**config.mk**
```make
export PLATFORM = sky130hd
export DESIGN_NAME = gray_conv_sched_flat
export DESIGN_NICKNAME = d
export VERILOG_FILES = /design/src/rtl/gray_conv_sched_if.sv /design/src/rtl/gray_conv_sched.sv /design/src/flat_wrapper.sv
export SDC_FILE = /design/constraint.sdc
export NUM_CORES = 1
export LEC_CHECK = 0
export CAP_MARGIN = 15
export CORE_ASPECT_RATIO = 0.8
export CORE_MARGIN = 1
export CORE_UTILIZATION = 38
export DETAILED_ROUTE_END_ITERATION = 10
export HOLD_SLACK_MARGIN = 0.08
export PLACE_DENSITY = 0.73
export SETUP_SLACK_MARGIN = 0.4
export SKIP_LAST_GASP = 1
export SLEW_MARGIN = 20
export SYNTH_ARGS = -nofsm -noshare
export SYNTH_HDL_FRONTEND = slang
export SYNTH_SLANG_ARGS = --single-unit
```
**constraint.sdc**
```tcl
create_clock -name clk -period 1.67 [get_ports clk]
set_clock_uncertainty 0.15 [all_clocks]
set_input_delay 0.167 -clock clk [delete_from_list [all_inputs] [get_ports clk]]
set_output_delay 0.167 -clock clk [all_outputs]
set_load 0.01 [all_outputs]
```
**src/rtl/gray_conv_sched_if.sv**
```systemverilog
// -----------------------------------------------------------------------------
// gray_conv_sched_if
// Bundles the requester-side and output-side signals of gray_conv_sched.
//   req0_valid/req0_gray/req0_ready : requester 0 handshake and Gray word
//   req1_valid/req1_gray/req1_ready : requester 1 handshake and Gray word
//   out_valid/out_ready/out_binary/out_id : converted result handshake
//   done_cnt0/done_cnt1 : saturating per-requester completion counters
//   busy : converter is holding a result
// modport slave  : the converter itself
// modport master : the environment (requesters plus consumer)
// -----------------------------------------------------------------------------
interface gray_conv_sched_if #(
  parameter int WIDTH = 4,
  parameter int CNT_W = 8
);
  logic             req0_valid;
  logic [WIDTH-1:0] req0_gray;
  logic             req0_ready;
  logic             req1_valid;
  logic [WIDTH-1:0] req1_gray;
  logic             req1_ready;
  logic             out_valid;
  logic             out_ready;
  logic [WIDTH-1:0] out_binary;
  logic             out_id;
  logic [CNT_W-1:0] done_cnt0;
  logic [CNT_W-1:0] done_cnt1;
  logic             busy;

  modport slave (
    input  req0_valid, req0_gray, req1_valid, req1_gray, out_ready,
    output req0_ready, req1_ready, out_valid, out_binary, out_id,
           done_cnt0, done_cnt1, busy
  );

  modport master (
    output req0_valid, req0_gray, req1_valid, req1_gray, out_ready,
    input  req0_ready, req1_ready, out_valid, out_binary, out_id,
           done_cnt0, done_cnt1, busy
  );
endinterface

```
**src/rtl/gray_conv_sched.sv**
```systemverilog
// -----------------------------------------------------------------------------
// gray_conv_sched
// Two-requester Gray-to-binary converter with a single output slot.
// In IDLE one valid requester is granted (round-robin pointer breaks ties),
// its word is converted and registered, and the block sits in HOLD until the
// consumer takes the result. Each completed handshake bumps a saturating
// counter for the owning requester.
// Ports:
//   clk : clock, rising edge
//   rst : synchronous reset, active high
//   bus : gray_conv_sched_if.slave (request, result and status signals)
// -----------------------------------------------------------------------------
module gray_conv_sched #(
  parameter int WIDTH = 4,
  parameter int CNT_W = 8
) (
  input  logic               clk,
  input  logic               rst,
  gray_conv_sched_if.slave   bus
);

  typedef enum logic {
    IDLE = 1'b0,
    HOLD = 1'b1
  } state_t;

  state_t           state_q, state_d;
  logic             ptr_q, ptr_d;       // 0 favours requester 0 on contention
  logic [WIDTH-1:0] bin_q, bin_d;
  logic             id_q, id_d;
  logic [CNT_W-1:0] cnt0_q, cnt0_d;
  logic [CNT_W-1:0] cnt1_q, cnt1_d;
  logic             grant0, grant1;

  // Prefix XOR from the MSB downwards.
  function automatic logic [WIDTH-1:0] gray2bin(input logic [WIDTH-1:0] g);
    logic [WIDTH-1:0] b;
    b[WIDTH-1] = g[WIDTH-1];
    for (int i = WIDTH - 2; i >= 0; i--) begin
      b[i] = b[i+1] ^ g[i];
    end
    return b;
  endfunction

  // Requester-side arbitration; only meaningful in IDLE.
  assign grant0 = bus.req0_valid & (~bus.req1_valid | ~ptr_q);
  assign grant1 = bus.req1_valid & (~bus.req0_valid |  ptr_q);

  // Gated by rst so a requester never sees an accept while reset is held,
  // even if the state register still reads IDLE from before.
  assign bus.req0_ready = (state_q == IDLE) & grant0 & ~rst;
  assign bus.req1_ready = (state_q == IDLE) & grant1 & ~rst;

  assign bus.out_valid  = (state_q == HOLD);
  assign bus.busy       = (state_q == HOLD);
  assign bus.out_binary = bin_q;
  assign bus.out_id     = id_q;
  assign bus.done_cnt0  = cnt0_q;
  assign bus.done_cnt1  = cnt1_q;

  always_comb begin
    state_d = state_q;
    ptr_d   = ptr_q;
    bin_d   = bin_q;
    id_d    = id_q;
    cnt0_d  = cnt0_q;
    cnt1_d  = cnt1_q;
    case (state_q)
      IDLE: begin
        if (grant0 | grant1) begin
          state_d = HOLD;
          bin_d   = gray2bin(grant1 ? bus.req1_gray : bus.req0_gray);
          id_d    = grant1;
        end
      end
      HOLD: begin
        if (bus.out_ready) begin
          state_d = IDLE;
          ptr_d   = ~id_q;
          if (id_q == 1'b0) begin
            if (cnt0_q != {CNT_W{1'b1}}) cnt0_d = cnt0_q + 1'b1;
          end else begin
            if (cnt1_q != {CNT_W{1'b1}}) cnt1_d = cnt1_q + 1'b1;
          end
        end
      end
      default: state_d = IDLE;
    endcase
  end

  always_ff @(posedge clk) begin
    if (rst) begin
      state_q <= IDLE;
      ptr_q   <= 1'b0;
      bin_q   <= '0;
      id_q    <= 1'b0;
      cnt0_q  <= '0;
      cnt1_q  <= '0;
    end else begin
      state_q <= state_d;
      ptr_q   <= ptr_d;
      bin_q   <= bin_d;
      id_q    <= id_d;
      cnt0_q  <= cnt0_d;
      cnt1_q  <= cnt1_d;
    end
  end

endmodule

```
**src/flat_wrapper.sv**
```systemverilog
// flat-port wrapper written by rule: the top's interface ports become plain ports
module gray_conv_sched_flat 
#(
  parameter int WIDTH = 4,
  parameter int CNT_W = 8
)
  (clk, rst, bus_req0_valid, bus_req0_gray, bus_req1_valid, bus_req1_gray, bus_out_ready, bus_req0_ready, bus_req1_ready, bus_out_valid, bus_out_binary, bus_out_id, bus_done_cnt0, bus_done_cnt1, bus_busy);
  gray_conv_sched_if #(.WIDTH(WIDTH), .CNT_W(CNT_W)) bus_i ();
  input  logic clk;
  input  logic rst;
  input wire logic [$bits(bus_i.req0_valid)-1:0] bus_req0_valid;
  input wire logic [$bits(bus_i.req0_gray)-1:0] bus_req0_gray;
  input wire logic [$bits(bus_i.req1_valid)-1:0] bus_req1_valid;
  input wire logic [$bits(bus_i.req1_gray)-1:0] bus_req1_gray;
  input wire logic [$bits(bus_i.out_ready)-1:0] bus_out_ready;
  output wire logic [$bits(bus_i.req0_ready)-1:0] bus_req0_ready;
  output wire logic [$bits(bus_i.req1_ready)-1:0] bus_req1_ready;
  output wire logic [$bits(bus_i.out_valid)-1:0] bus_out_valid;
  output wire logic [$bits(bus_i.out_binary)-1:0] bus_out_binary;
  output wire logic [$bits(bus_i.out_id)-1:0] bus_out_id;
  output wire logic [$bits(bus_i.done_cnt0)-1:0] bus_done_cnt0;
  output wire logic [$bits(bus_i.done_cnt1)-1:0] bus_done_cnt1;
  output wire logic [$bits(bus_i.busy)-1:0] bus_busy;
  assign bus_i.req0_valid = bus_req0_valid;
  assign bus_i.req0_gray = bus_req0_gray;
  assign bus_i.req1_valid = bus_req1_valid;
  assign bus_i.req1_gray = bus_req1_gray;
  assign bus_i.out_ready = bus_out_ready;
  assign bus_req0_ready = bus_i.req0_ready;
  assign bus_req1_ready = bus_i.req1_ready;
  assign bus_out_valid = bus_i.out_valid;
  assign bus_out_binary = bus_i.out_binary;
  assign bus_out_id = bus_i.out_id;
  assign bus_done_cnt0 = bus_i.done_cnt0;
  assign bus_done_cnt1 = bus_i.done_cnt1;
  assign bus_busy = bus_i.busy;
  gray_conv_sched #(.WIDTH(WIDTH), .CNT_W(CNT_W)) u_core (.clk(clk), .rst(rst), .bus(bus_i));
endmodule
```
Yosys cells after proc, flatten, opt, wreduce, memory -nomap -nowiden --
Cells that the tools add are included.
Operators by class: add/subtract/negate cells 2, multipliers 0, divide/modulo/power cells 0, order comparisons 0, eq/ne operators 2, shift operators 0, muxes and demuxes 4, bitwise logic cells 18, reductions and logical operators 4
Operator list (count):
- adder 8 x 1 -> 8 bit (second input constant) | 2
- inequality test 8 bit (second input constant) | 2
- AND reduction 4 bit | 2
- AND 1 bit | 6
- NOT 1 bit | 6
- two-way mux 4 bit | 1
- AND reduction 2 bit | 2
- OR 1 bit | 3
- XOR 1 bit | 3
- two-way mux 1 bit | 2
- one-hot mux 1 bit (2 select lines) | 1
Storage, ports and cells: flip-flop bits (word level) 23, bits in latches 0, memory bits (writable) 0, memory bits (read-only) 0, input port bits 13, output and inout port bits 25, word-level logic and storage cells 36, memories kept 0

Longest topological paths before layout --
Gate-level depths: netlist of run 1.
depth in word-level cells 7, mapped depth 5, depth with buffers taken out 5

Worst setup path before layout of run 1 --
No wires, ideal clock.
path kind register -> register, start reg u_core.cnt0_q[0], in the netlist u_core.bus.done_cnt0[0], end reg u_core.cnt0_q[5], in the netlist u_core.bus.done_cnt0[5], library setup time 0.128 ns, arrival 1.352 ns, required time 1.392 ns, setup slack 0.041 ns, cell stages (with the launch flop) 6, buffers on the path 0, clock period less this slack 1.629 ns, cells stage by stage dfxtp_1 > ha_1 > and2_1 > a2111oi_2 > xnor2_1 > nor2_1
On the way: word-level cells in the longest chain between the ends 2, elaborated cells between the ends (all ways) 3, those cells by class add/sub: 1; eq/ne: 1; reduce/logical: 1
Ends and longest elaborated chain:
- start: declaration | RTL line gray_conv_sched.sv:31 | logic [CNT_W-1:0] cnt0_q, cnt0_d;
- start signal: assignment | RTL line gray_conv_sched.sv:104 | cnt0_q <= cnt0_d;
- branches (longest 2 deep; another with adder 8 x 1 -> 8 bit)
Several ways; the timed one is not identified. A chain may end at the register's enable or synchronous reset.

Worst setup path after layout of run 1 --
start reg u_core.ptr_q, end out bus_req1_ready
On the way: word-level cells in the longest chain between the ends 4
Ends and longest elaborated chain:
- start: declaration | RTL line gray_conv_sched.sv:28 | logic ptr_q, ptr_d;
- start signal: assignment | RTL line gray_conv_sched.sv:101 | ptr_q <= ptr_d;
- OR 1 bit | RTL line gray_conv_sched.sv:47 | assign grant1 = bus.req1_valid & (~bus.req0_valid | ptr_q);
- AND 1 bit | RTL line gray_conv_sched.sv:47
- AND 1 bit (2 in a row) | RTL line gray_conv_sched.sv:52 | assign bus.req1_ready = (state_q == IDLE) & grant1 & ~rst;
- end: declaration | RTL line flat_wrapper.sv:17 | output wire logic [$bits(bus_i.req1_ready)-1:0] bus_req1_ready;
No other way between the ends.

==> flow_summary.yaml, run 1 <==
placement:
  dp_cells: 214
  port_buffers: 37
  postPlaceCellArea_um2: 1790
  dp_slack_ps: -392
  dp.final_hpwl_um: 2220
  gp_congestion: 0.833
setup_path:
  reg2regPathDepth: 7
  cp.arrival_ps: 1350
  crit_type: "reg -> out"
  endpoint_kind: "output pin"
  rr_startpoint: "u_core.bus.busy"
  cpMaxStageDelayCell: "or3_4"
  crit_family: "simple AND/OR/NAND/NOR gates"
  cpPeakStageDelay_ps: 370
  worstSetupStartpointType: "flip-flop"
  required_ps: 1350
  ff2ff_setup_slack_ps: 80
  cp_cell_sequence: "nand2b_4 > nand2_2 > or3_4 > inv_2 > buf_6"
  timing.rr.end: "u_core.bus.done_cnt0[3]"
  path_max_fanout: 2
  path_buf_inv: 2
clocking:
  clock_latency_ps: 270
  cts_hold_buf: 0
  cts_buffers: 3
  path_clk_slew_ps: 100
  htreeDepth: 1
  cts_root_buf: "clkbuf_8"
  tritoncts: "done"
  clock_path_buffers: 2
  cts.sinks: 23
floorplan:
  die_w_um: 64.4
  rows: 17
  die_h_um: 51.9
  core_area_um2: 2850
  start_util_pct: 41.6
  die_area_um2: 3350
  num_io_pins: 38
grt:
  grt_pass1_wl_um: 6260
  gr-total-overflow: 0
  antenna_found_initial: 0
  grt_pass1_vias: 1307
  grt_max_degree: 17
  grt.total_usage_pct: 24.7
pwr:
  combPwrFrac_pct: 25.2
  power_switching_uw: 350
  leakage_uw: 0.000999
  p_per_area_nw_per_um2: 529
  switching_share_pct: 28.4
  p_int_uw: 885
  vdd_drop_max_uv: 582
  clockPowerShare_pct: 29.3
  seq_power_share_pct: 45.6
timing:
  fin_ws_ps: -1.13
  tightest_slew_ps: 280
  finalMaxSlewViolations: 0
  final_hold_viol_count: 0
  fmax_mhz: 598
  fin_hold_ws_ps: 311
  max_slew_margin_pct: 81.3
  setup_viol: 1
  period_minus_slack_ps: 1670
  rsz0062_at_grt: "true"
  post-route-period-util_pct: 100
routing:
  wl_um: 4550
  wl_per_cell_um: 18.2
  drtIter0Drc: 49
  viasPerCell: 5.42
  drtPass1Iterations: 4
  drtAntennaViolNets: 0
  drc: 0
  num_vias: 1354
hold_path:
  hold_path_class: "reg -> reg"
  holdPathStages: 2
  whs_endpoint: "u_core.bus.out_binary[2]"
  min-delay-start: "u_core.bus.out_binary[2]"
synth:
  synth_nets: 143
  synth_edf_count: 0
  yosys_warnings: 0
  synth_area_leaders: "dfxtp_1 39%, xnor2_1 7.4%, nor2_1 5.4%"
  yosysSeqAreaShare_pct: 38.9
  yosys_register_bits: 23
  syn_area_um2: 1180
  async_flop_share_pct: 0
  synth_top_area_cell: "dfxtp_1"
  ys.flop_type: "dfxtp_1"
  syn_inst: 128
  synth_top_area_share_pct: 38.9
  ys_types: 40
  syn_area_per_cell_um2: 9.26
status:
  violations: "negative setup slack"
  outcome: "finished, violations left"
job:
  maxCapViolCount: 0
final_layout:
  utilization_pct: 82.0
  layout-drive-gt1-share_pct: 59.0
  antennaDiodeCount: 0
  nets: 228
  final_cells: 250
  fin_area_um2: 2340
  syn_to_final_growth_pct: 97.3
power groups by stage:
stage / Combinational, uW / Clock, uW / Sequential, uW
2_1_floorplan: 96.9 / 0 / 603
3_3_place_gp: 231 / 0 / 592
3_5_place_dp: 235 / 0 / 593
4_1_cts: 276 / 354 / 567
5_1_grt: 325 / 389 / 565
6_report: 311 / 362 / 563
sequential cells by signal (all words and copies together) (netlist names):
register               cells
u_core.bus.busy            1
u_core.bus.done_cnt1       8
u_core.bus.done_cnt0       8
u_core.ptr_q               1
u_core.bus.out_id          1
u_core.bus.out_binary      4
logic make-up after synthesis:
family                     count (synthesis)  synth area share, %
AOI/OAI and AO/OA                         27                 18.0
buffers and inverters                      9                 3.48
DFF                                       23                 38.9
muxes                                      4                 3.38
xor gates and xnor gates                  17                 12.6
and+or+nand+nor                           46                 21.6
adders and majority gates                  2                 2.11
layer usage:
metal | vias up | share of wire [%] | global-route usage, % | wire length, um
li1 | 628 | - | - | -
met2 | 44 | 52 | 44.6 | 2380
met3 | 7 | 3.9 | 5.92 | 176
met1 | 675 | 43 | 30.2 | 1950
met4 | 0 | 0.88 | 4.44 | 40
met5 | - | 0 | 0 | 0
cell usage in the layout (no fill, tap or decap), drive strengths merged, types with 3 or more instances in the layout:
cell,instances
nand3,4
o21ai,3
clkdlybuf4s15,4
buf,51
and3,3
xnor2,10
a21oi,6
xor2,7
dlygate4sd2,13
nor2,17
nand2,5
a211oi,4
mux2i,4
inv,5
o211ai,3
dfxtp,23
clkbuf,13
clkdlybuf4s50,6
tightest hold or removal path, delay by kind of cell, from the launching register on:
| kind | cells | cell delay, ps |
|---|---|---|
| compound gates | 1 | 50 |
| flops | 1 | 310 |
| simple gates | 1 | 50 |
metrics by stage:
step | power, uW | TNS (ps)
after floorplan | 700 | 0
after detailed placement | 828 | -1200
after global routing | 1280 | -30.8
final | 1240 | -1.13
after CTS | 1200 | 0
after global placement | 822 | -870
how the worst max path moves through the flow:
| stage | slack, ps | cells after the start | from | end |
|---|---|---|---|---|
| finish | -1 | 5 | u_core.ptr_q | bus_req1_ready |
| global route | -30 | 5 | u_core.ptr_q | bus_req1_ready |
| CTS | 30 | 5 | u_core.ptr_q | bus_req1_ready |
| detailed placement | -390 | 6 | bus_req0_valid | bus_req1_ready |
| global placement | -350 | 6 | bus_req0_valid | bus_req1_ready |
| floorplan | 240 | 5 | u_core.bus.done_cnt0[0] | u_core.bus.done_cnt0[5] |
timing repair:
| item | 4_1_cts | 5_1_grt |
|---|---|---|
| setup buffers | 25 | 7 |
| endpoints found under the hold margin | 0 | 0 |
| pin swaps | 30 | 26 |
| setup endpoints to repair | 47 | 40 |
| resized for setup | 82 | 49 |
area by class of cell:
class | count | area [um2]
Clock buffer | 3 | 41.3
Multi-Input combinational cell | 96 | 950
Tap cell | 38 | 47.5
Inverter | 5 | 18.8
Clock inverter | 1 | 5.00
Fill cell | 170 | 513
Timing Repair Buffer | 84 | 753
Sequential cell | 23 | 522
Yosys cell counts (2+ instances only):
master / instances
nand4_1: 2
nand3_1: 4
buf_4: 2
dfxtp_1: 23
xnor2_1: 10
and3_1: 3
nor2_1: 17
a2111oi_2: 2
a21oi_1: 6
nor3_1: 2
nand2_1: 5
or3_1: 2
ha_1: 2
inv_1: 5
o21ai_1: 2
xor2_1: 7
o211ai_1: 2
a211oi_1: 4
o2111ai_1: 2
and2_1: 2
mux2i_1: 4
clkbuf_1: 2
Power figures use the tool's default switching activity.
==> inputs of run 2 (changes only) <==
Settings changed: ABC_AREA from default to 0.
==> results of run 2 <==
The final DEF is identical to that of run 1; final timing and power are the same.
